<file path="src/rtl/pipeline_ctrl.sv">
// Hazard/sequencing controller: PC and inter-stage latch enables/flushes, redirect hold, HALT, stall counter.
// Zero-cycle control from current inputs; only fsm, pending-redirect and stall count are registered.
module pipeline_ctrl #(
  parameter int CNT_W = 16
) (
  input  logic             CLK,
  input  logic             nRST,
  input  logic             ihit,
  input  logic             dhit,
  input  logic             mem_dreq,
  input  logic             mem_halt,
  input  logic             ex_redirect,
  input  logic             idex_memread,
  input  logic [4:0]       idex_rd,
  input  logic [4:0]       ifid_rs,
  input  logic [4:0]       ifid_rt,
  output logic             pc_en,
  output logic             ifid_en,
  output logic             idex_en,
  output logic             exmem_en,
  output logic             memwb_en,
  output logic             ifid_flush,
  output logic             idex_flush,
  output logic             exmem_flush,
  output logic             memwb_flush,
  output logic             redirect,
  output logic             redirect_hold,
  output logic             tgt_capture,
  output logic             halted,
  output logic [CNT_W-1:0] stall_cnt
);

  typedef enum logic {ST_RUN = 1'b0, ST_HALT = 1'b1} state_t;

  state_t           fsm_q, fsm_d;
  logic             redir_pend_q, redir_pend_d;
  logic [CNT_W-1:0] stall_cnt_q, stall_cnt_d;

  logic dwait;
  logic lu;
  logic redir;

  assign dwait = mem_dreq & ~dhit;
  assign lu    = idex_memread & (idex_rd != 5'd0) &
                 ((idex_rd == ifid_rs) | (idex_rd == ifid_rt));
  assign redir = ex_redirect | redir_pend_q;

  always_ff @(posedge CLK or negedge nRST) begin
    if (!nRST) begin
      fsm_q        <= ST_RUN;
      redir_pend_q <= 1'b0;
      stall_cnt_q  <= '0;
    end else begin
      fsm_q        <= fsm_d;
      redir_pend_q <= redir_pend_d;
      stall_cnt_q  <= stall_cnt_d;
    end
  end

  // The pending redirect only moves on a cycle where the redirect path wins;
  // under a data wait EX/MEM is frozen and the same redirect is re-presented.
  always_comb begin
    fsm_d        = fsm_q;
    redir_pend_d = redir_pend_q;
    stall_cnt_d  = stall_cnt_q;
    if (fsm_q == ST_RUN) begin
      if (!pc_en) begin
        stall_cnt_d = stall_cnt_q + {{(CNT_W-1){1'b0}}, 1'b1};
      end
      if (mem_halt) begin
        fsm_d = ST_HALT;
      end else if (!dwait && redir) begin
        redir_pend_d = ~ihit;
      end
    end
  end

  always_comb begin
    pc_en         = 1'b0;
    ifid_en       = 1'b0;
    idex_en       = 1'b0;
    exmem_en      = 1'b0;
    memwb_en      = 1'b0;
    ifid_flush    = 1'b0;
    idex_flush    = 1'b0;
    exmem_flush   = 1'b0;
    memwb_flush   = 1'b0;
    redirect      = 1'b0;
    redirect_hold = 1'b0;
    tgt_capture   = 1'b0;
    halted        = 1'b0;
    if (fsm_q == ST_HALT) begin
      halted = 1'b1;
    end else if (mem_halt) begin
      memwb_en = 1'b1;
    end else if (dwait) begin
      memwb_flush = 1'b1;
    end else if (redir) begin
      // Redirect beats load-use: the instruction in ID is wrong-path anyway.
      ifid_flush    = 1'b1;
      idex_flush    = 1'b1;
      exmem_en      = 1'b1;
      memwb_en      = 1'b1;
      redirect      = 1'b1;
      pc_en         = ihit;
      redirect_hold = redir_pend_q;
      tgt_capture   = ex_redirect & ~redir_pend_q & ~ihit;
    end else if (lu) begin
      idex_flush = 1'b1;
      exmem_en   = 1'b1;
      memwb_en   = 1'b1;
    end else if (!ihit) begin
      ifid_flush = 1'b1;
      idex_en    = 1'b1;
      exmem_en   = 1'b1;
      memwb_en   = 1'b1;
    end else begin
      pc_en    = 1'b1;
      ifid_en  = 1'b1;
      idex_en  = 1'b1;
      exmem_en = 1'b1;
      memwb_en = 1'b1;
    end
  end

  assign stall_cnt = stall_cnt_q;

endmodule

</file>
<file path="config.mk">
export PLATFORM = sky130hd
export DESIGN_NAME = pipeline_ctrl
export DESIGN_NICKNAME = d
export VERILOG_FILES = /design/src/rtl/pipeline_ctrl.sv
export SDC_FILE = /design/constraint.sdc
export NUM_CORES = 1
export LEC_CHECK = 0
export CAP_MARGIN = 20
export CORE_UTILIZATION = 40
export DETAILED_ROUTE_END_ITERATION = 16
export PLACE_DENSITY = 0.83
export SYNTH_ARGS = -nofsm -noshare
export SYNTH_HDL_FRONTEND = slang
export SYNTH_SLANG_ARGS = --single-unit
</file>
<file path="constraint.sdc">
create_clock -name CLK -period 4.5 [get_ports CLK]
set_input_delay 0.9 -clock CLK [delete_from_list [all_inputs] [get_ports CLK]]
set_output_delay 0.9 -clock CLK [all_outputs]
set_load 0.02 [all_outputs]
</file>
==> results by group, run 1 <==
Finish
  • # nets final: 182
  • Share of cells above drive strength 1: 6.41%
  • Antenna Cells: 0
  • Final Instance Area: 1610 um2
  • Area Overhead vs Synth: 50.9%

Route
  • First-pass DRT Iterations: 4
  • Vias per inst: 5.05
  • Post-route ant nets: 0
  • Detailed Route WL: 2.51 mm
  • Vias: 939
  • DRC: 0
  • Wire per inst: 13.5 um
  • Iteration-0 DRC Markers: 12

Timing
  • Minimum clock period: 3990 ps
  • Max Fclk: 251 MHz
  • Worst Tran Pin Value: 800 ps
  • Final Setup Violations: 0
  • RSZ-0062 raised after global routing: false
  • Skew final: 2.15 ps
  • Worst relative slew slack: 46.5%
  • Total negative slack: 0 ps
  • Final hold violations: 0
  • Period utilization: 88.6%
  • Fin. max-slew vios: 0
  • Setup ws final: 515 ps

Floorplan
  • Core area: 2500 um2
  • I/O pin count: 52
  • Chip width: 53.7 um
  • Initial core utilization: 42.7%
  • Die Area: 2880 um2
  • Overall die height: 53.7 um
  • Row cnt: 18

Critical path
  • CP endpoint kind: output port
  • Crit path cell chain: clkdlybuf4s50_1 -> or4_1 -> o21ai_2 -> o21ai_0 -> nor3_1 -> clkdlybuf4s50_1
  • Largest fanout on the critical path: 3
  • Crit path required time: 3600 ps
  • Crit path kind: primary input to output port
  • Buffers & Inverters on Critical Path: 2
  • Max stage delay cell, worst path: clkdlybuf4s50_1
  • Critical path data arrival time: 3090 ps
  • Cell mode on critical path: clkdlybuf4s50_1
  • Worst setup SP type: primary input
  • Cell family with most CP delay: buffers and inverters
  • Crit-path max cell delay: 650 ps

CTS
  • Clk_lat worst skew: 300 ps
  • Clk slew on worst S/H paths: 100 ps
  • CTS buffer count: 3
  • Hold_buf cts: 0
  • Post-cts resize count: 0
  • CTS Buffer Depth: 2
  • Clk sink count: 18
  • H-tree Lvls: 1
  • Setup Fix Bufs, Post-CTS: 0
  • Clk Tree Root Cell: clkbuf_4
  • CTS tree: done

Synthesis
  • Count leader, synth: dfrtp_1
  • Post-synthesis sequential area ratio: 42.2%
  • Cells after synthesis: 106
  • Mapped Area: 1070 um2
  • Asr flop ratio synth: 100%
  • Unique cell type count in the Yosys netlist: 31
  • Synth Register Bits: 18
  • Synth warn: 0
  • Multiplexer area fraction after synthesis: 1.41%
  • Adder-Cell Fraction of Synth Area: 1.17%
  • Post-synth top cells: dfrtp_1, xnor2_1, xor2_1
  • Post-synthesis xor/xnor area fraction: 20.5%
  • Main combinational cell family by area after synthesis: simple AND/OR/NAND/NOR gates
  • Synth Flop Type: dfrtp_1
  • Mean Syn Cell Area: 10.1 um2
  • Yosys top cell area share: 42.2%
  • Synth Area in Compound Gates: 5.85%
  • Leading post-synthesis cells by cell area: dfrtp_1, xnor2_1, xor2_1
  • Simple-Gate Fraction of Synth Area: 27.0%
  • Post-synth top area cell: dfrtp_1
  • Synth Net Count: 130
  • EDFF count, synth: 0

Pwr
  • Sequential power share: 53.2%
  • Sw frac: 27.1%
  • Pwr Total: 0.329 mW
  • Psw: 0.0894 mW
  • Cell Pwr Density: 204 nW/um2
  • Pint: 0.240 mW
  • Combinational Power Share: 22.4%
  • Leakage: 0.645 nW
  • Clock network power share: 24.4%
  • Worst vdd ir: 0.161 mV

Worst hold path
  • Type of the worst min-delay path: register to register

Global route
  • Pin count of the biggest net entering global routing: 19
  • First-pass GRT wire length: 3.84 mm
  • Gr usage total: 18.9%
  • Vias in the first global route: 871
  • Initial antenna violation count: 0
  • GR Overflow Total: 0

Placement
  • GPL Wtd Cong: 0.849
  • DP HPWL: 1.95 mm
  • Post-Place Worst Slack: 513 ps
  • Input/output buffers: 50
  • DP Area: 1590 um2

Run
  • Max Cap Viol: 0

Outcome
  • Status: finished clean
[sequential cells by signal, summed over array words and instances (netlist names)]
register / count
stall_cnt: 16
fsm_q: 1
redir_pend_q: 1
[final cells by class]
type                    instances  area [um2]
clock buffers                   3        22.5
well taps                      30        37.5
flip-flops and latches         18         450
multi-input cells              85         602
repair buffers                 50         500
fillers                       188         887
[metrics by stage]
stage | std cells | utilization [%] | hold WS [ps]
final | 186 | 64.5 | 474
after global routing | 186 | 64.5 | 517
after CTS | 186 | 64.5 | 482
after detailed placement | 183 | 63.6 | 466
after global placement | 183 | 63.6 | 461
after floorplan | 106 | - | 519
[routing by layer]
| layer | GRT usage, % | wire, um | vias up |
|---|---|---|---|
| met2 | 31.1 | 1260 | 22 |
| met4 | 7.89 | 37 | 0 |
| met3 | 5.37 | 74 | 5 |
| met5 | 0 | 0 | - |
| met1 | 22.8 | 1140 | 447 |
| li1 | - | - | 465 |
[power groups by stage]
| stage | sequential, mW | clock, mW | combinational [mW] |
|---|---|---|---|
| final | 0.175 | 0.0802 | 0.0739 |
| after global routing | 0.177 | 0.0930 | 0.0801 |
| after CTS | 0.175 | 0.0843 | 0.0744 |
| after detailed placement | 0.178 | 0 | 0.0739 |
| after global placement | 0.178 | 0 | 0.0719 |
| after floorplan | 0.184 | 0 | 0.0276 |
[worst reg2reg max path, delay by kind of cell, from the launching register on]
kind               cells  cell delay (ps)
DFF                    1              430
AOI/OAI and AO/OA      1              330
and+or+nand+nor        2              670
muxes                  1              300
[placed cells by master (no fill, tap or decap), drive strengths merged]
cell type	count
ha	1
clkdlybuf4s50	50
or3	1
o21bai	1
nand3	8
and3	4
and2	3
mux2	1
a22oi	1
nor3b	1
nor2b	4
o21ai	3
or4	1
dfrtp	18
nand2b	1
nor2	10
o21a	1
a21oi	1
nand2	3
nand3b	1
nand4	5
or2	1
nor3	4
conb	1
xor2	11
xnor2	14
clkbuf	3
and4	3
[final timing paths]
kind                                                start                        end  slack [ps]  cells after the start
worst min-delay path            stall_cnt[15]$_DFFE_PN0P_  stall_cnt[15]$_DFFE_PN0P_         470                      1
worst max-delay path                           idex_rd[1]                    ifid_en         510                      6
min in group asynchronous                            nRST   stall_cnt[9]$_DFFE_PN0P_        1060                      1
max in group asynchronous                            nRST   stall_cnt[5]$_DFFE_PN0P_        2950                      1
worst max register to register   redir_pend_q$_DFFE_PN0P_   stall_cnt[1]$_DFFE_PN0P_        2670                      4
worst min register to register  stall_cnt[15]$_DFFE_PN0P_  stall_cnt[15]$_DFFE_PN0P_         470                      1
[logic make-up after synthesis]
logic type               Yosys count
buffers and inverters              3
AND/OR/NAND/NOR                   50
multiplexers                       1
other                              1
XOR/XNOR                          25
flip-flops                        18
adder cells (fa/ha/maj)            1
AO/OA/AOI/OAI                      7
No activity file was read; power rests on OpenSTA's default activity.
==> inputs of run 2 (changes only) <==
- CORE_UTILIZATION: 40 -> 43
- PLACE_DENSITY: 0.83 -> 0.88
==> run 2 against run 1 <==
Cell count fell by 0.54%. Worst setup slack worse by 8.7 ps. Clock skew fell by 0.96 ps. Global-route usage grew 3.1 points. Clock-buffer cell count is 1 higher. Clock power increased by 26%. Non-clock buffer count is the same. Largest cell class unchanged. Total power rose by 6.2%. Flip-flop and latch count stayed put. Fmax fell by 0.22%.
==> results by group, run 2 (synthesized netlist as in run 1, its figures left out) <==
Finish
  • Commonest non-fill, non-tap cell in the layout: clkdlybuf4s50_1
  • Max reg flops: 16
  • Antenna Cells: 0
  • Final Instance Area: 1620 um2
  • Fillers: 186
  • Area Overhead vs Synth: 52.0%
  • Commonest non-fill, non-tap cells in the layout: clkdlybuf4s50_1, dfrtp_1, xnor2_1
  • Share of cells above drive strength 1: 7.01%
  • Finished Layout Cells: 185
  • # nets final: 182

Global route
  • Met3 usage: 5.56%
  • GR peak layer: met2
  • GR Util met1: 24.7%
  • Vias in the first global route: 958
  • Routing usage on met2: 36.1%
  • GR Overflow Total: 0
  • Pin count of the biggest net entering global routing: 19
  • First-pass GRT wire length: 4.23 mm
  • Gr usage total: 21.9%
  • Initial antenna violation count: 0

Pwr
  • Cell Pwr Density: 215 nW/um2
  • Leakage: 0.652 nW
  • Worst vdd ir: 0.288 mV
  • Pwr Total: 0.350 mW

Timing
  • Worst relative slew slack: 48.4%
  • Minimum clock period: 3990 ps
  • RSZ-0062 raised after global routing: false
  • Worst Tran Pin Value: 771 ps
  • Skew final: 1.19 ps
  • Period utilization: 88.8%
  • Fin. max-slew vios: 0
  • Setup ws final: 506 ps
  • Final hold violations: 0
  • Final Setup Violations: 0
  • Max Fclk: 250 MHz
  • Total negative slack: 0 ps

Placement
  • DP Area: 1590 um2
  • Post-Place Worst Slack: 508 ps
  • GPL Wtd Cong: 0.757
  • Input/output buffers: 50
  • Placed instance count: 181
  • DP HPWL: 1.96 mm

Floorplan
  • Die Area: 2690 um2
  • Overall die height: 51.9 um
  • Row cnt: 17
  • Initial core utilization: 46.9%
  • Core area: 2280 um2
  • Chip width: 51.9 um
  • I/O pin count: 52

Route
  • Wire per inst: 13.5 um
  • Detailed Route WL: 2.49 mm
  • Post-route ant nets: 0
  • Vias per inst: 5.12
  • DRC: 0
  • First-pass DRT Iterations: 4
  • Iteration-0 DRC Markers: 9
  • Vias: 947

Critical path
  • Max stage delay cell, worst path: clkdlybuf4s50_1
  • Crit-path max cell delay: 640 ps
  • Buffers & Inverters on Critical Path: 2
  • Critical path data arrival time: 3090 ps
  • Worst setup SP type: primary input
  • Crit path kind: primary input to output port
  • Crit path cell chain: clkdlybuf4s50_1 -> or4_1 -> o21ai_2 -> o21ai_0 -> nor3_1 -> clkdlybuf4s50_1
  • Crit path required time: 3600 ps
  • Cell family with most CP delay: buffers and inverters
  • Largest fanout on the critical path: 3
  • CP endpoint kind: output port
  • Cell mode on critical path: clkdlybuf4s50_1

CTS
  • Post-cts resize count: 0
  • Clk_lat worst skew: 300 ps
  • CTS buffer count: 3
  • CTS Buffer Depth: 2
  • Clk sink count: 18
  • Hold_buf cts: 0
  • CTS tree: done
  • Clk slew on worst S/H paths: 100 ps
  • Clk Tree Root Cell: clkbuf_4
  • Setup Fix Bufs, Post-CTS: 0
  • H-tree Lvls: 1

Outcome
  • Status: finished clean

Worst hold path
  • Type of the worst min-delay path: register to register

Run
  • Max Cap Viol: 0
## run 2: cell count changes in the layout (fill, tap and decap cells not counted)
cell | previous run | this run
clkbuf_8 | 0 | 1
## run 2: metal layers
| layer | vias to the layer above | wire (um) |
|---|---|---|
| met1 | 444 | 1030 |
| met4 | 0 | 70 |
| met5 | - | 0 |
| met2 | 29 | 1290 |
| met3 | 6 | 100 |
| li1 | 468 | - |
## run 2: worst paths after layout
check	start	endpoint	slack [ps]	depth (start not counted)
worst max register to register	stall_cnt[2]$_DFFE_PN0P_	stall_cnt[15]$_DFFE_PN0P_	2670	6
worst min register to register	stall_cnt[15]$_DFFE_PN0P_	stall_cnt[15]$_DFFE_PN0P_	470	1
max in group asynchronous	nRST	stall_cnt[8]$_DFFE_PN0P_	2990	1
min in group asynchronous	nRST	stall_cnt[13]$_DFFE_PN0P_	1040	1
worst max-delay path	idex_rd[2]	ifid_en	510	6
worst min-delay path	stall_cnt[15]$_DFFE_PN0P_	stall_cnt[15]$_DFFE_PN0P_	470	1
## run 2: area by class of cell
class                      instances  area [um2]  share of cell area [%]
timing repair buffer              50         500                    30.8
clock buffer                       4        36.3                    2.23
sequential                        18         450                    27.7
tap                               28        35.0                    2.16
multi-input combinational         85         602                    37.1
## run 2: through the flow
| step | utilization (%) | hold WS, ps |
|---|---|---|
| after floorplan | - | 519 |
| after global placement | 69.8 | 460 |
| after detailed placement | 69.8 | 470 |
| after CTS | 71.4 | 483 |
| after global routing | 71.4 | 493 |
| final | 71.4 | 475 |
## run 2: where the power goes
part / switching, mW / total (mW) / leakage [nW] / internal, mW
clock network: 0.0517 / 0.101 / 0.0210 / 0.0495
registers: 0.00779 / 0.176 / 0.241 / 0.168
logic: 0.0322 / 0.0730 / 0.390 / 0.0408
